`src/rtl/alu_muldiv.sv`:
```
// Iterative RV32M multiply/divide unit: radix-2 shift-add multiply and restoring
// divide on operand magnitudes, one bit per cycle, fixed latency of XLEN+1 edges.
module alu_muldiv #(
    parameter int XLEN = 32
) (
    input  logic            i_clk,
    input  logic            i_rst,
    input  logic            i_start,
    input  logic [2:0]      i_op,
    input  logic [XLEN-1:0] i_opa,
    input  logic [XLEN-1:0] i_opb,
    output logic            o_busy,
    output logic            o_done,
    output logic [XLEN-1:0] o_result
);

    localparam int CW = $clog2(XLEN + 1);

    localparam logic [2:0] OP_MUL    = 3'b000;
    localparam logic [2:0] OP_MULH   = 3'b001;
    localparam logic [2:0] OP_MULHSU = 3'b010;
    localparam logic [2:0] OP_DIV    = 3'b100;
    localparam logic [2:0] OP_REM    = 3'b110;

    typedef enum logic [1:0] {IDLE, CALC, FIX, DONE} state_t;

    state_t          state, state_nxt;
    logic [CW-1:0]   cnt;
    logic [2:0]      op;
    logic            neg_a, neg_b, div0;
    logic [XLEN-1:0] hi, lo, dvs;

    // Operand conditioning at start
    logic            signed_a, signed_b, sa, sb;
    logic [XLEN-1:0] mag_a, mag_b;

    always_comb begin
        signed_a = (i_op == OP_MUL) || (i_op == OP_MULH) || (i_op == OP_MULHSU) ||
                   (i_op == OP_DIV) || (i_op == OP_REM);
        signed_b = (i_op == OP_MUL) || (i_op == OP_MULH) ||
                   (i_op == OP_DIV) || (i_op == OP_REM);
        sa    = signed_a & i_opa[XLEN-1];
        sb    = signed_b & i_opb[XLEN-1];
        mag_a = sa ? -i_opa : i_opa;
        mag_b = sb ? -i_opb : i_opb;
    end

    // One iteration of each algorithm; {hi,lo} is the shared working register
    logic [XLEN:0]   mul_sum;
    logic [XLEN:0]   div_sh;
    logic [XLEN-1:0] div_diff;
    logic            div_ge;

    always_comb begin
        mul_sum  = {1'b0, hi} + (lo[0] ? {1'b0, dvs} : '0);
        div_sh   = {hi, lo[XLEN-1]};
        div_ge   = div_sh >= {1'b0, dvs};
        div_diff = div_sh[XLEN-1:0] - dvs;
    end

    // Sign correction and field select. A zero divisor leaves an all-ones
    // quotient and |a| as remainder, so only the quotient negation is bypassed.
    logic [2*XLEN-1:0] prod_s;
    logic [XLEN-1:0]   quo, rem, fix_res;

    always_comb begin
        prod_s = (neg_a ^ neg_b) ? -{hi, lo} : {hi, lo};
        quo    = ((neg_a ^ neg_b) && !div0) ? -lo : lo;
        rem    = neg_a ? -hi : hi;
        if (op[2])
            fix_res = op[1] ? rem : quo;
        else if (op[1:0] == 2'b00)
            fix_res = prod_s[XLEN-1:0];
        else
            fix_res = prod_s[2*XLEN-1:XLEN];
    end

    always_comb begin
        state_nxt = state;
        case (state)
            IDLE: if (i_start) state_nxt = CALC;
            CALC: if (cnt == CW'(1)) state_nxt = FIX;
            FIX:  state_nxt = DONE;
            DONE: state_nxt = IDLE;
            default: state_nxt = IDLE;
        endcase
    end

    always_ff @(posedge i_clk or posedge i_rst) begin
        if (i_rst) state <= IDLE;
        else       state <= state_nxt;
    end

    always_ff @(posedge i_clk or posedge i_rst) begin
        if (i_rst) begin
            cnt      <= '0;
            op       <= '0;
            neg_a    <= 1'b0;
            neg_b    <= 1'b0;
            div0     <= 1'b0;
            hi       <= '0;
            lo       <= '0;
            dvs      <= '0;
            o_result <= '0;
        end else begin
            case (state)
                IDLE: if (i_start) begin
                    op    <= i_op;
                    neg_a <= sa;
                    neg_b <= sb;
                    div0  <= (i_opb == '0);
                    hi    <= '0;
                    lo    <= mag_a;
                    dvs   <= mag_b;
                    cnt   <= CW'(XLEN);
                end
                CALC: begin
                    cnt <= cnt - CW'(1);
                    if (op[2]) begin
                        hi <= div_ge ? div_diff : div_sh[XLEN-1:0];
                        lo <= {lo[XLEN-2:0], div_ge};
                    end else begin
                        hi <= mul_sum[XLEN:1];
                        lo <= {mul_sum[0], lo[XLEN-1:1]};
                    end
                end
                FIX: o_result <= fix_res;
                default: ;
            endcase
        end
    end

    assign o_busy = (state != IDLE);
    assign o_done = (state == DONE);

endmodule

```
`config.mk`:
```
export PLATFORM = sky130hd
export DESIGN_NAME = alu_muldiv
export DESIGN_NICKNAME = d
export VERILOG_FILES = /design/src/rtl/alu_muldiv.sv
export SDC_FILE = /design/constraint.sdc
export NUM_CORES = 1
export LEC_CHECK = 0
export ABC_CLOCK_PERIOD_IN_PS = 3700
export BUFFER_PORTS_ARGS = -buffer_cell sky130_fd_sc_hd__clkbuf_2
export CAP_MARGIN = 20
export CORE_MARGIN = 4
export CORE_UTILIZATION = 35
export CTS_BUF_LIST = sky130_fd_sc_hd__clkbuf_16
export CTS_CLUSTER_SIZE = 25
export DETAILED_ROUTE_END_ITERATION = 6
export PLACE_DENSITY = 0.61
export SYNTH_ARGS = -nofsm -noshare
export SYNTH_HDL_FRONTEND = slang
export SYNTH_SLANG_ARGS = --single-unit
```
`constraint.sdc`:
```
create_clock -name i_clk -period 3.7 [get_ports i_clk]
set_input_delay 0.185 -clock i_clk [delete_from_list [all_inputs] [get_ports i_clk]]
set_output_delay 0.185 -clock i_clk [all_outputs]
set_load 0.01 [all_outputs]
```
=== After elaboration in Yosys (flattened, before gate mapping) ===
Cells that the tools add are included.

* Reduce and logical (&&, ||, !) cells: 17
* Eq/ne operators: 10
* $lt $le $gt $ge: 1
* Bitwise operators: 3
* Mux-type cells: 21
* $add $sub $neg: 8

{| class="wikitable"
|+ Operator list
! cell !! count
|-
| $mux 32 || 13
|-
| $neg 32->32 || 4
|-
| $pmux 32 s2 || 2
|-
| $mux 64 || 1
|-
| $neg 64->64 || 1
|-
| $add 32x32->33 || 1
|-
| $ge 33x32->1 || 1
|-
| $logic_not 32->1 || 1
|-
| $sub 32x32->32 || 1
|-
| $pmux 6 s2 || 1
|-
| $pmux 2 s4 || 1
|-
| $eq 3x3->1 const B || 2
|-
| $eq 6x1->1 const B || 1
|-
| $logic_or 1x1->1 || 6
|-
| $mux 6 || 1
|-
| $reduce_and 2->1 || 3
|-
| $sub 6x1->6 const B || 1
|-
| $eq 2x2->1 const B || 2
|-
| $logic_not 2->1 || 2
|-
| $mux 2 || 2
|-
| $ne 2x2->1 const B || 2
|-
| $reduce_bool 2->1 || 2
|-
| $eq 3x1->1 const B || 1
|-
| $eq 3x2->1 const B || 1
|-
| 6 further kinds || 7
|}

* Input port bits: 70
* Word-level logic and storage cells: 70
* Output and inout port bits: 34
* Bits in registers: 142

=== Longest topological paths before layout ===
* Word-level depth: 9
* Mapped depth: 13
* Mapped depth without buffers: 13

=== Worst setup path before layout ===
OpenSTA, ideal clock, no wires.

* Kind: register -> register
* Start point: register lo[0]
* End point: register hi[23]
* Slack: 0.554 ns
* Stages on the path, launching flop included: 14
* Data required time: 3.574 ns
* Arrival time: 3.020 ns
* Path buffers: 1
* Clock period less this slack: 3.146 ns
* Setup time: 0.126 ns
* Cells stage by stage: dfrtp_1 > inv_1 > clkbuf_1 > nor2_1 > ha_1 > o211ai_1 > a21oi_1 > o41ai_1 > a31oi_1 > a21oi_1 > a21oi_1 > a31oi_1 > xnor2_1 > a221o_1

* Word-level cells in the longest chain between the ends: 4

{| class="wikitable"
|+ Ends and longest elaborated chain
! element !! RTL line !! RTL
|-
| start: declaration || 31 || <nowiki>logic [XLEN-1:0] hi, lo, dvs;</nowiki>
|-
| start signal: assignment || 113 || <nowiki>lo <= mag_a;</nowiki>
|-
| start signal: assignment || 121 || <nowiki>lo <= {lo[XLEN-2:0], div_ge};</nowiki>
|-
| start signal: assignment || 124 || <nowiki>lo <= {mul_sum[0], lo[XLEN-1:1]};</nowiki>
|-
| $mux 32 || 55 || <nowiki>mul_sum = {1'b0, hi} + (lo[0] ? {1'b0, dvs} : '0);</nowiki>
|-
| $add 32x32->33 || 55 ||
|-
| $mux 32 || 119 || <nowiki>if (op[2]) begin</nowiki>
|-
| $pmux 32 s2 || 106 || <nowiki>case (state)</nowiki>
|-
| end signal: assignment || 120 || <nowiki>hi <= div_ge ? div_diff : div_sh[XLEN-1:0];</nowiki>
|-
| end signal: assignment || 123 || <nowiki>hi <= mul_sum[XLEN:1];</nowiki>
|-
| end: declaration || 31 ||
|}

Every way passes these cells.
A chain may end at the register's enable or synchronous reset.

=== Worst setup path after layout ===
* Start point: register lo[31]
* End point: register hi[26]

* Word-level cells in the longest chain between the ends: 4
* Elaborated cells between the ends (all ways): 5
* Those cells by class: add/sub: 1; order compare: 1; mux: 3

{| class="wikitable"
|+ Ends and longest elaborated chain
! element !! RTL line
|-
| $sub 32x32->32 / $ge 33x32->1 (equally long branches) || 58, 57
|-
| $mux 32 (*) || 120
|-
| $mux 32 (*) || 119
|-
| $pmux 32 s2 (*) || 106
|}

Every way passes the cells marked *; elsewhere a longest branch is shown, timed or not.

==> qor.yml <==
status:
  status: "completed"
synth:
  synth_top_area_cell: "dfrtp_1"
  yosysWarnings: 0
  yosysMostFrequentCell: "o21ai_0"
  async_flop_share: 1.000
  ys_seq_area_frac: 0.2406
  syn_area_per_cell_um2: 7.548
  synth_edf_count: 0
  synth_fp_nets: 2103
  synth_cell_type_count: 84
  synth_seq_cells: 142
  synthTopCellsByArea: "dfrtp_1 (24%), o21ai_0 (7.9%), xor2_1 (7.3%)"
  synthTopCellsByCount: "o21ai_0 (233), nand2_1 (229), nor2_1 (185)"
  synth_ff_type: "dfrtp_1"
  netlist_instances: 1957
  synth_area_um2: 14770
  synth_top_area_frac: 0.2406
power_and_ir_drop:
  p_leak_nw: 7.206
  power_density_nw_per_um2: 1039
  vdd_ir_drop_max_mv: 0.6347
  power_w: 0.01732
detailed_routing:
  dr.pass1.iters: 6
  vias_per_cell: 5.733
  wl_um: 50940
  ant_nets: 0
  route.detailed.drc: 0
  routed-via-count: 14694
  wl_per_cell_um: 19.87
  drt_first_iter_violations: 1389
job:
  drv_cap: 0
timing:
  timing.final.hold_violations: 0
  setup_ws_ns: 0.2386
  min_period_ns: 3.461
  worst_pin_slew_ns: 0.9960
  skew_ns: 0.02184
  maxSlewViolCount: 0
  period_share: 0.9355
  slew-limit-headroom: 0.3360
  max_freq_mhz: 288.9
  fin_hold_ws_ns: 0.02755
  finalSetupViolations: 0
  rsz0062_at_grt: "no"
grt:
  grt_use_total: 0.2202
  grt_pass1_vias: 14140
  grt_max_degree: 66
  grt_pass1_wl_um: 79860
  antenna_found_initial: 0
  grt_overflow_total: 0
critical_path:
  r2r_slack_ns: 0.24
  regToRegStartpoint: "lo[31]"
  critPathArrivalTime_ns: 3.79
  reg2reg_depth: 14
  cp-start-kind: "register"
  end_kind: "register"
  criticalPathCategory: "register to register"
  cp_max_fo: 6
  worstReg2RegEnd: "hi[26]"
  cp.required_ns: 4.03
place:
  finalWeightedCongestion: 0.9957
  dp.cells: 2529
  dp_slack_ns: -0.3005
  io_buffers: 103
  hpwl_um: 39110
die:
  die-area_um2: 45550
  dieWidth_um: 213.4
  row_count: 74
  core_area_um2: 41290
  die_h_um: 213.4
  ios: 104
  initial_core_util: 0.3577
worst_hold_path:
  holdPathStages: 2
  hold_path_end: "op[1]"
  hp-start: "i_op[1]"
  hold_class: "input port to register"
cts:
  clk_latency_ns: 0.45
  cts.sinks: 142
  post_cts_buffers: 0
  htreeDepth: 4
  cts.clk_slew.worst_paths_ns: 0.07
  cts_buffers: 17
  cts_root_buf: "clkbuf_16"
  cts_tree: "done"
  clockBufferDepth: 2
layout:
  antenna_cells: 0
  fin_nets: 2164
  drive_gt1_frac: 0.1349
  stdcell_count: 2563
  syn_to_final_growth_pct: 12.82
==> through the flow <==
step | setup TNS, ns | cell area [um2] | util
2_1_floorplan | 0 | 14780 | -
3_3_place_gp | -4.842 | 16040 | 0.3884
3_5_place_dp | -3.857 | 16050 | 0.3886
4_1_cts | 0 | 16630 | 0.4027
5_1_grt | 0 | 16670 | 0.4036
6_report | 0 | 16670 | 0.4036
==> worst max path at each step <==
stage | start | endpoint | slack [ns]
after detailed placement | dvs[12] | hi[29] | -0.30
after floorplan | lo[0] | hi[23] | 0.55
after global placement | dvs[13] | hi[29] | -0.35
final | lo[31] | hi[26] | 0.24
after CTS | dvs[21] | hi[29] | 0.14
after global routing | lo[0] | hi[29] | 0.02
==> sequential cells by signal, summed over array words and instances (netlist names) <==
signal and count:
neg_a 1, dvs 32, o_result 32, lo 32
div0 1, state 2, hi 32, op 3
neg_b 1, cnt 6
==> timing repair <==
action,CTS,global route
endpoints found under the hold margin,26,0
endpoints found under the setup margin,30,3
resized for setup,2,7
hold buffers,2,0
==> cell type report <==
class / count / area, um2
Clock buffer: 17 / 425.4
Sequential cell: 142 / 3556
Fill cell: 4224 / 24630
Tap cell: 532 / 665.6
Multi-Input combinational cell: 1600 / 10420
Inverter: 69 / 266.5
Timing Repair Buffer: 188 / 1212
Clock inverter: 15 / 122.6
==> layout by cell type, fill, tap and decap left out, types with 6 or more instances in the layout <==
cell,instances
nor2_1,185
o31ai_1,22
or4_1,13
nor3_1,32
a31oi_1,17
a21o_1,17
nand4_1,11
nand2_1,228
o21a_1,10
a22oi_1,24
mux2_2,6
clkbuf_2,103
o21ai_1,10
o211ai_1,19
xnor2_1,105
nor4_1,16
a221o_1,10
inv_1,69
a211oi_1,26
nor4_2,6
and2_1,11
nand3_1,28
xor2_1,122
and3_1,9
or3_1,23
dfrtp_1,140
o21ai_0,232
clkbuf_16,17
buf_4,78
o21bai_1,11
mux2i_1,56
o41ai_1,10
nand2b_1,16
ha_1,73
o22ai_1,8
a21oi_1,144
==> where the power goes <==
group	switching [W]	internal (W)
Sequential	0.000831	0.00226
Clock	0.000762	0.000921
Combinational	0.00770	0.00485
Total	0.00929	0.00804
==> worst max-delay path, cell delays in order (launching register included) <==
cell      delay [ns]
dfrtp_1         0.43
inv_1           0.18
ha_1            0.20
inv_1           0.05
fa_1            0.40
a21o_1          0.19
a22o_1          0.21
o21ai_0         0.27
o21ai_0         0.22
o21ai_0         0.41
buf_4           0.20
nor2_1          0.04
or3_1           0.35
nand4_1         0.09
o211ai_1        0.09
==> cell families (layout without fill, tap and decap cells) <==
| group | Yosys count | count (layout) | synth area share |
|---|---|---|---|
| and+or+nand+nor | 618 | 618 | 0.1999 |
| AOI/OAI and AO/OA | 615 | 615 | 0.2567 |
| xor gates and xnor gates | 229 | 229 | 0.1358 |
| buffers and inverters | 215 | 289 | 0.05921 |
| DFF | 142 | 142 | 0.2406 |
| adders and majority gates | 76 | 76 | 0.06539 |
| muxes | 62 | 62 | 0.04252 |
==> metal layers <==
metal | vias to the layer above | global-route usage | part of all wire
met1 | 7034 | 0.3098 | 0.45
met3 | 50 | 0.03219 | 0.064
met4 | 0 | 0.05606 | 0.021
met2 | 532 | 0.3575 | 0.46
met5 | - | 0 | 0
li1 | 7078 | - | -
(Power assumes the default switching activity.)
